==> src/rtl/tx_pio_completion.sv <==
// PIO read completer: answers MemRd32 (1 DW) to the NIC BAR with a CplD.
// Ports: RX TRN in, shared TX TRN out (tx_req/tx_grant), drop counter.
module tx_pio_completion #(
  parameter int BAR_IDX     = 2,
  parameter int CPL_TIMEOUT = 255
) (
  input  logic        trn_clk,
  input  logic        reset_n,
  input  logic [63:0] trn_rd,
  input  logic        trn_rsof_n,
  input  logic        trn_reof_n,
  input  logic        trn_rsrc_rdy_n,
  input  logic        trn_rdst_rdy_n,
  input  logic [6:0]  trn_rbar_hit_n,
  input  logic [15:0] cfg_completer_id,
  input  logic [63:0] huge_page_addr_1,
  input  logic [63:0] huge_page_addr_2,
  input  logic        huge_page_status_1,
  input  logic        huge_page_status_2,
  output logic        tx_req,
  input  logic        tx_grant,
  output logic [63:0] trn_td,
  output logic [7:0]  trn_trem_n,
  output logic        trn_tsof_n,
  output logic        trn_teof_n,
  output logic        trn_tsrc_rdy_n,
  input  logic        trn_tdst_rdy_n,
  output logic [7:0]  cpl_drop_cnt
);

  localparam logic [2:0] IDLE = 3'd0;
  localparam logic [2:0] HDR  = 3'd1;
  localparam logic [2:0] REQ  = 3'd2;
  localparam logic [2:0] CPL0 = 3'd3;
  localparam logic [2:0] CPL1 = 3'd4;

  localparam int WW =
    (CPL_TIMEOUT < 2) ? 1 : $clog2(CPL_TIMEOUT + 1);

  logic [2:0]    state;
  logic [WW-1:0] wait_cnt;
  logic [2:0]    tc;
  logic [1:0]    attr;
  logic [15:0]   rid;
  logic [7:0]    tag;
  logic [6:0]    laddr;
  logic [31:0]   rdata;
  logic [31:0]   v_dec;

  logic rx_acc;
  logic rd_qual;
  logic busy_drop;
  logic tmo;
  logic tx_act;
  logic [8:0] drop_sum;

  logic unused_ok;
  assign unused_ok = ^{trn_reof_n, trn_rd};

  assign rx_acc  = !trn_rsrc_rdy_n && !trn_rdst_rdy_n;
  assign rd_qual = rx_acc && !trn_rsof_n
                && !trn_rbar_hit_n[BAR_IDX]
                && (trn_rd[62:56] == 7'b00_00000)
                && (trn_rd[41:32] == 10'd1);

  // A new read while the one-deep completer is busy gets no reply.
  assign busy_drop = rd_qual && (state != IDLE);
  assign tmo = (state == REQ) && !tx_grant
            && (wait_cnt == WW'(CPL_TIMEOUT));

  // Both loss sources may fire together, so add rather than OR.
  assign drop_sum = {1'b0, cpl_drop_cnt}
                  + 9'(busy_drop) + 9'(tmo);

  always_comb begin
    v_dec = 32'h0;
    case (trn_rd[39:34])
      6'b010000: v_dec = huge_page_addr_1[31:0];
      6'b010001: v_dec = huge_page_addr_1[63:32];
      6'b010010: v_dec = huge_page_addr_2[31:0];
      6'b010011: v_dec = huge_page_addr_2[63:32];
      6'b011000: v_dec = {31'b0, huge_page_status_1};
      6'b011001: v_dec = {31'b0, huge_page_status_2};
      default:   v_dec = 32'h0;
    endcase
  end

  always_ff @(posedge trn_clk or negedge reset_n) begin
    if (!reset_n) begin
      state        <= IDLE;
      wait_cnt     <= '0;
      tc           <= '0;
      attr         <= '0;
      rid          <= '0;
      tag          <= '0;
      laddr        <= '0;
      rdata        <= '0;
      cpl_drop_cnt <= '0;
    end else begin
      cpl_drop_cnt <= drop_sum[8] ? 8'hFF : drop_sum[7:0];
      case (state)
        IDLE: begin
          if (rd_qual) begin
            tc    <= trn_rd[54:52];
            attr  <= trn_rd[45:44];
            rid   <= trn_rd[31:16];
            tag   <= trn_rd[15:8];
            state <= HDR;
          end
        end
        HDR: begin
          if (rx_acc && trn_rsof_n) begin
            laddr    <= {trn_rd[38:34], 2'b00};
            rdata    <= v_dec;
            wait_cnt <= '0;
            state    <= REQ;
          end
        end
        REQ: begin
          if (tx_grant) begin
            state <= CPL0;
          end else if (tmo) begin
            wait_cnt <= '0;
            state    <= IDLE;
          end else begin
            wait_cnt <= wait_cnt + 1'b1;
          end
        end
        CPL0: if (!trn_tdst_rdy_n) state <= CPL1;
        CPL1: if (!trn_tdst_rdy_n) state <= IDLE;
        default: state <= IDLE;
      endcase
    end
  end

  // TX outputs decode straight off the state register, so they
  // hold while the link stalls and drop at once on reset.
  assign tx_act         = (state == CPL0) || (state == CPL1);
  assign tx_req         = (state == REQ) || tx_act;
  assign trn_tsof_n     = (state != CPL0);
  assign trn_teof_n     = (state != CPL1);
  assign trn_tsrc_rdy_n = !tx_act;
  assign trn_trem_n     = tx_act ? 8'h00 : 8'hFF;

  always_comb begin
    trn_td = 64'h0;
    unique case (1'b1)
      (state == CPL0): trn_td = {
        1'b0, 7'b10_01010, 1'b0, tc, 4'b0,
        1'b0, 1'b0, attr, 2'b0, 10'd1,
        cfg_completer_id, 3'b000, 1'b0, 12'd4};
      (state == CPL1): trn_td = {
        rid, tag, 1'b0, laddr,
        rdata[7:0], rdata[15:8],
        rdata[23:16], rdata[31:24]};
      default: trn_td = 64'h0;
    endcase
  end

endmodule

==> config.mk <==
export PLATFORM = sky130hd
export DESIGN_NAME = tx_pio_completion
export DESIGN_NICKNAME = d
export VERILOG_FILES = /design/src/rtl/tx_pio_completion.sv
export SDC_FILE = /design/constraint.sdc
export NUM_CORES = 1
export LEC_CHECK = 0
export CAP_MARGIN = 25
export CORE_ASPECT_RATIO = 2
export CORE_MARGIN = 4
export CORE_UTILIZATION = 34
export DETAILED_ROUTE_END_ITERATION = 10
export PLACE_DENSITY_LB_ADDON = 0.2
export SYNTH_ARGS = -nofsm -noshare
export SYNTH_HDL_FRONTEND = slang
export SYNTH_SLANG_ARGS = --single-unit
==> constraint.sdc <==
create_clock -name trn_clk -period 2.4 [get_ports trn_clk]
set_input_delay 0.48 -clock trn_clk [delete_from_list [all_inputs] [get_ports trn_clk]]
set_output_delay 0.48 -clock trn_clk [all_outputs]
set_load 0.01 [all_outputs]
; Word level (Yosys, flattened, before mapping)
; Cells that the tools add are included.
[totals]
ff_bits = 85
inputBits = 225
out_inout_bits = 84
elab_cells = 72
[classes]
addsub = 3
eq_ne = 20
muxes = 15
reduce_logical = 25
[ops]
columns = op, n
row1 = one-hot mux 32 bit (6 select lines), 1
row2 = one-hot mux 64 bit (2 select lines), 1
row3 = 2-to-1 mux 8 bit, 5
row4 = "equality test 6 x 5 -> 1 bit, second input constant", 6
row5 = 2-to-1 mux 3 bit, 6
row6 = one-hot mux 8 bit (2 select lines), 1
row7 = one-hot mux 3 bit (5 select lines), 1
row8 = "equality test 10 x 1 -> 1 bit, second input constant", 1
row9 = "inequality test 2 bit, second input constant", 5
row10 = adder 8 x 1 -> 9 bit, 1
row11 = adder 9 x 1 -> 9 bit, 1
row12 = logical AND 1 bit, 9
row13 = "adder 8 x 1 -> 8 bit, second input constant", 1
row14 = "equality test 8 bit, second input constant", 1
row15 = zero test 7 bit, 1
row16 = "equality test 3 x 2 -> 1 bit, second input constant", 2
row17 = zero test 1 bit, 6
row18 = "inequality test 3 bit, second input constant", 2
row19 = AND reduction 5 bit, 1
row20 = AND reduction 2 bit, 2
row21 = "equality test 3 x 1 -> 1 bit, second input constant", 1
row22 = "equality test 3 bit, second input constant", 1
row23 = zero test 3 bit, 1
row24 = "inequality test 3 x 2 -> 1 bit, second input constant", 1
row25 = other kinds (4), 5

; Logic depth before layout (Yosys ltp)
[logic_depth]
ltp_word = 10
ltp_mapped = 12
mapped_depth_nobuf = 11

; Least setup slack after synthesis
; OpenSTA, ideal clock, no wires.
[synth_timing]
path_type = input port to flip-flop
start = input port trn_rd[62]
end = register cpl_drop_cnt[1]
setup_time_ns = 0.070
t_arrival_ns = 2.306
t_required_ns = 2.330
path_slack_ns = 0.024
stages = 11
path_buffers = 0
cell_sequence = nor4b_1 nand3_1 nor2_1 nand2_1 fa_1 inv_1 ha_1 and3_1 and3_1 nand3_1 nand2b_1
[synth_between]
elab_chain_cells = 7
[synth_lines]
columns = element, line
row1 = "start, declared", 9  ; input logic [63:0] trn_rd,
row2 = zero test 7 bit, 63  ; && (trn_rd[62:56] == 7'b00_00000)
row3 = logical AND 1 bit, 63
row4 = logical AND 1 bit, 64  ; && (trn_rd[41:32] == 10'd1);
row5 = logical AND 1 bit, 67  ; assign busy_drop = rd_qual && (state != IDLE);
row6 = adder 8 x 1 -> 9 bit, 73  ; + 9'(busy_drop) + 9'(tmo);
row7 = adder 9 x 1 -> 9 bit, 73
row8 = 2-to-1 mux 8 bit, 100  ; cpl_drop_cnt <= drop_sum[8] ? 8'hFF : drop_sum[7:0];
row9 = "end signal, assigned", 100
row10 = "end, declared", 28  ; output logic [7:0] cpl_drop_cnt
; No other way between the ends.
; A chain may end at the register's enable or synchronous reset.

; Final worst setup path
[layout_timing]
start = register state[0]
end = register cpl_drop_cnt[6]
[layout_between]
elab_chain_cells = 5
word_cells_on_any_way = 8
cone_classes = 2 x add/sub / 1 x eq/ne / 1 x mux / 4 x reduce/logical
[layout_lines]
columns = element, line
row1 = "start, declared", 40  ; logic [2:0] state;
row2 = "start signal, assigned", 90  ; state <= IDLE;
row3 = "start signal, assigned", 108  ; state <= HDR;
row4 = "start signal, assigned", 116  ; state <= REQ;
row5 = nonzero test 3 bit or equality test 3 x 2 -> 1 bit (tied branches), "67, 68"
row6 = "logical AND 1 bit, on equally long branches", "67, 68"
row7 = adder 8 x 1 -> 9 bit or logical AND 1 bit (tied branches), "73, 69"
row8 = adder 9 x 1 -> 9 bit (*), 73
row9 = 2-to-1 mux 8 bit (*), 100
; Mark *: on every way between the ends. The rest lies on a longest branch, timed or not.

==> flow_summary.toml <==
[floorplan]
die_h_um = 177
core_area_um2 = 14000
die_area_um2 = 16400
start_util = 0.347
die_w_um = 92.5
num_rows = 61
io_pins = 309

[yosys]
synth-compound-area-share = 0.162
synth_top_cell_by_area = "dfrtp_1"
synth_area_per_cell_um2 = 10.0
yosys_warnings = 0
synth.distinct_cells = 47
synth_common_cells = "dfrtp_1, nand2_1, and3_1"
synth_seq_area_share = 0.438
synthMuxAreaShare = 0.141
synth_edf_count = 0
post-synth-top-count-cell = "dfrtp_1"
synth_cells = 484
async_flop_share = 1.00
synth-main-ff-cell = "dfrtp_1"
synthTopCellsByArea = "dfrtp_1, mux2_2, mux2i_1"
synth_fa_ha_area_frac = 0.00928
yosys.area_share.simple = 0.184
syn-cell-area_um2 = 4850
yosys_register_bits = 85
synth_xor_area_frac = 0.0108
synth_top_family_by_area = "simple AND/OR/NAND/NOR gates"
synth_top_cell_area_share = 0.438

[drt]
first_pass_iters = 4
routed_wirelength_um = 19400
drt_drc_violations_left = 0
dr_total_vias = 5200
first_iter_violations = 152
ant_nets = 0
wl_per_cell_um = 19.8
via_per_inst = 5.31

[timing]
tightest_slew_ns = 0.645
slew_viol_final = 0
timing.fmax_mhz = 422
fin_skew_ns = 0.00549
hold_viol = 0
grt_setup_unrepaired = "true"
max_slew_margin = 0.570
setup_viol_count_final = 0
min_period_ns = 2.37
fin_tns_setup_ns = 0
min_period_over_period = 0.987

[setup_path]
critPathMaxFanout = 4
timing.rr.start = "state[0]$_DFFE_PN0P_"
ff2ff_path_depth = 10
crit_arrival_ns = 2.59
cp_data_required_time_ns = 2.62
crit_path_end_kind = "flip-flop"
crit_path_start_kind = "flip-flop"
crit_type = "reg -> reg"
reg2reg_to = "cpl_drop_cnt[6]$_DFF_PN0_"
rrSetupSlack_ns = 0.03
startpoint = "state[0]$_DFFE_PN0P_"

[cts]
clk_latency_ns = 0.33
cts.clk_slew.worst_paths_ns = 0.06
clock_path_buffers = 2
numCtsBuffers = 9
hold_buffers = 0
root_buffer = "clkbuf_16"
cts.sinks = 85
tritoncts = "built"
ctsHtreeMaxLevel = 3

[cells_and_area]
fin_nets = 1011
fin_cells = 979
final_util = 0.615
multi_input_area_um2 = 2600
fillers = 1235
area_growth_syn_to_layout_pct = 76.9
regArea_um2 = 2130
drive_gt1_frac = 0.176
fin_area_um2 = 8590

[place]
dp_hpwl_um = 14700
place_inst = 946
place_area_um2 = 8050
finalWeightedCongestion = 0.845
port_buffers = 281

[hold_path]
min_path_type = "in -> async"

[flow_run]
maxCapViolations = 0

[grt]
grt_pass1_wl_um = 29800
grt_pass1_vias = 5600
grt_overflow = 0
track_usage = 0.232
grt_max_degree = 46
antenna_found_initial = 2

[power_and_ir_drop]
cellPowerDensity_nw_per_um2 = 410
p_leak_nw = 4.19
vdd_ir_drop_max_mv = 0.342
power_mw = 3.52

[run_status]
status = "complete, no violations"
==> timing repair <==
item                                    CTS  global route
pin swaps                                15             9
resized for setup                       116            24
endpoints found under the setup margin   80            50
buffers inserted                         10             3
cloned                                    2             0
==> kinds of logic (layout without fill, tap and decap cells) <==
family | count (synthesis) | count (layout)
AOI/OAI and AO/OA | 100 | 100
xor gates and xnor gates | 6 | 6
adders and majority gates | 3 | 3
buffers and inverters | 55 | 358
DFF | 85 | 85
muxes | 63 | 63
other | 1 | 4
and+or+nand+nor | 171 | 171
==> state kept, by name (all words and copies together) (netlist names) <==
name / count
tc: 3
laddr: 5
cpl_drop_cnt: 8
attr: 2
rid: 16
wait_cnt: 8
tag: 8
rdata: 32
state: 3
==> layer usage <==
layer / track usage / share of wire / vias to the layer above
met3: 0.0562 / 0.071 / 32
met1: 0.241 / 0.35 / 2561
li1: - / - / 2384
met5: 0 / 0 / -
met4: 0.0906 / 0.031 / 0
met2: 0.438 / 0.55 / 223
==> area by class of cell <==
| class | count | area share |
|---|---|---|
| Multi-Input combinational cell | 345 | 0.303 |
| Antenna cell | 2 | 0.000583 |
| Clock inverter | 5 | 0.0124 |
| Timing Repair Buffer | 335 | 0.378 |
| Inverter | 7 | 0.00306 |
| Sequential cell | 85 | 0.248 |
| Tap cell | 189 | 0.0275 |
| Clock buffer | 11 | 0.0283 |
==> worst max-delay path, stage by stage (launching register included) <==
cell,delay (ns)
dfrtp_2,0.45
buf_6,0.13
nor4b_4,0.28
nand4_1,0.20
fa_2,0.40
inv_2,0.08
ha_4,0.12
and3_4,0.19
and3_4,0.22
nor2b_4,0.14
a21oi_2,0.05
==> metrics by stage <==
step / hold WS, ns / worst slack, ns
3_3_place_gp: 0.453 / -0.519
6_report: 0.106 / 0.0301
3_5_place_dp: 0.462 / -0.643
5_1_grt: 0.118 / -0.0610
2_1_floorplan: 0.184 / 0.0242
4_1_cts: 0.113 / 0.0130
==> cell usage in the layout, fill, tap and decap left out, types with 7 or more instances in the layout <==
cell	count
nor2_1	8
clkbuf_2	8
nand3_1	12
and3_1	36
o21ai_0	7
nand2_1	77
buf_4	42
a22oi_1	30
clkdlybuf4s50_1	189
dlygate4sd2_1	78
dfrtp_1	83
a22o_1	21
mux2i_1	31
clkbuf_16	9
mux2_2	30
o221ai_1	30
buf_12	8
==> worst max-delay path by stage <==
| stage | end | slack (ns) | cells after the start |
|---|---|---|---|
| after detailed placement | cpl_drop_cnt[1]$_DFF_PN0_ | -0.64 | 12 |
| after floorplan | cpl_drop_cnt[1]$_DFF_PN0_ | 0.02 | 11 |
| after CTS | cpl_drop_cnt[6]$_DFF_PN0_ | 0.01 | 10 |
| final | cpl_drop_cnt[6]$_DFF_PN0_ | 0.03 | 10 |
| after global routing | cpl_drop_cnt[6]$_DFF_PN0_ | -0.06 | 10 |
| after global placement | cpl_drop_cnt[1]$_DFF_PN0_ | -0.52 | 12 |
==> report_power, final <==
part | internal (mW) | total, mW | switching (mW)
Clock | 1.05 | 1.62 | 0.573
Sequential | 1.43 | 1.43 | 0.0000118
Combinational | 0.326 | 0.467 | 0.141
Total | 2.81 | 3.52 | 0.714
(Power assumes the default switching activity.)
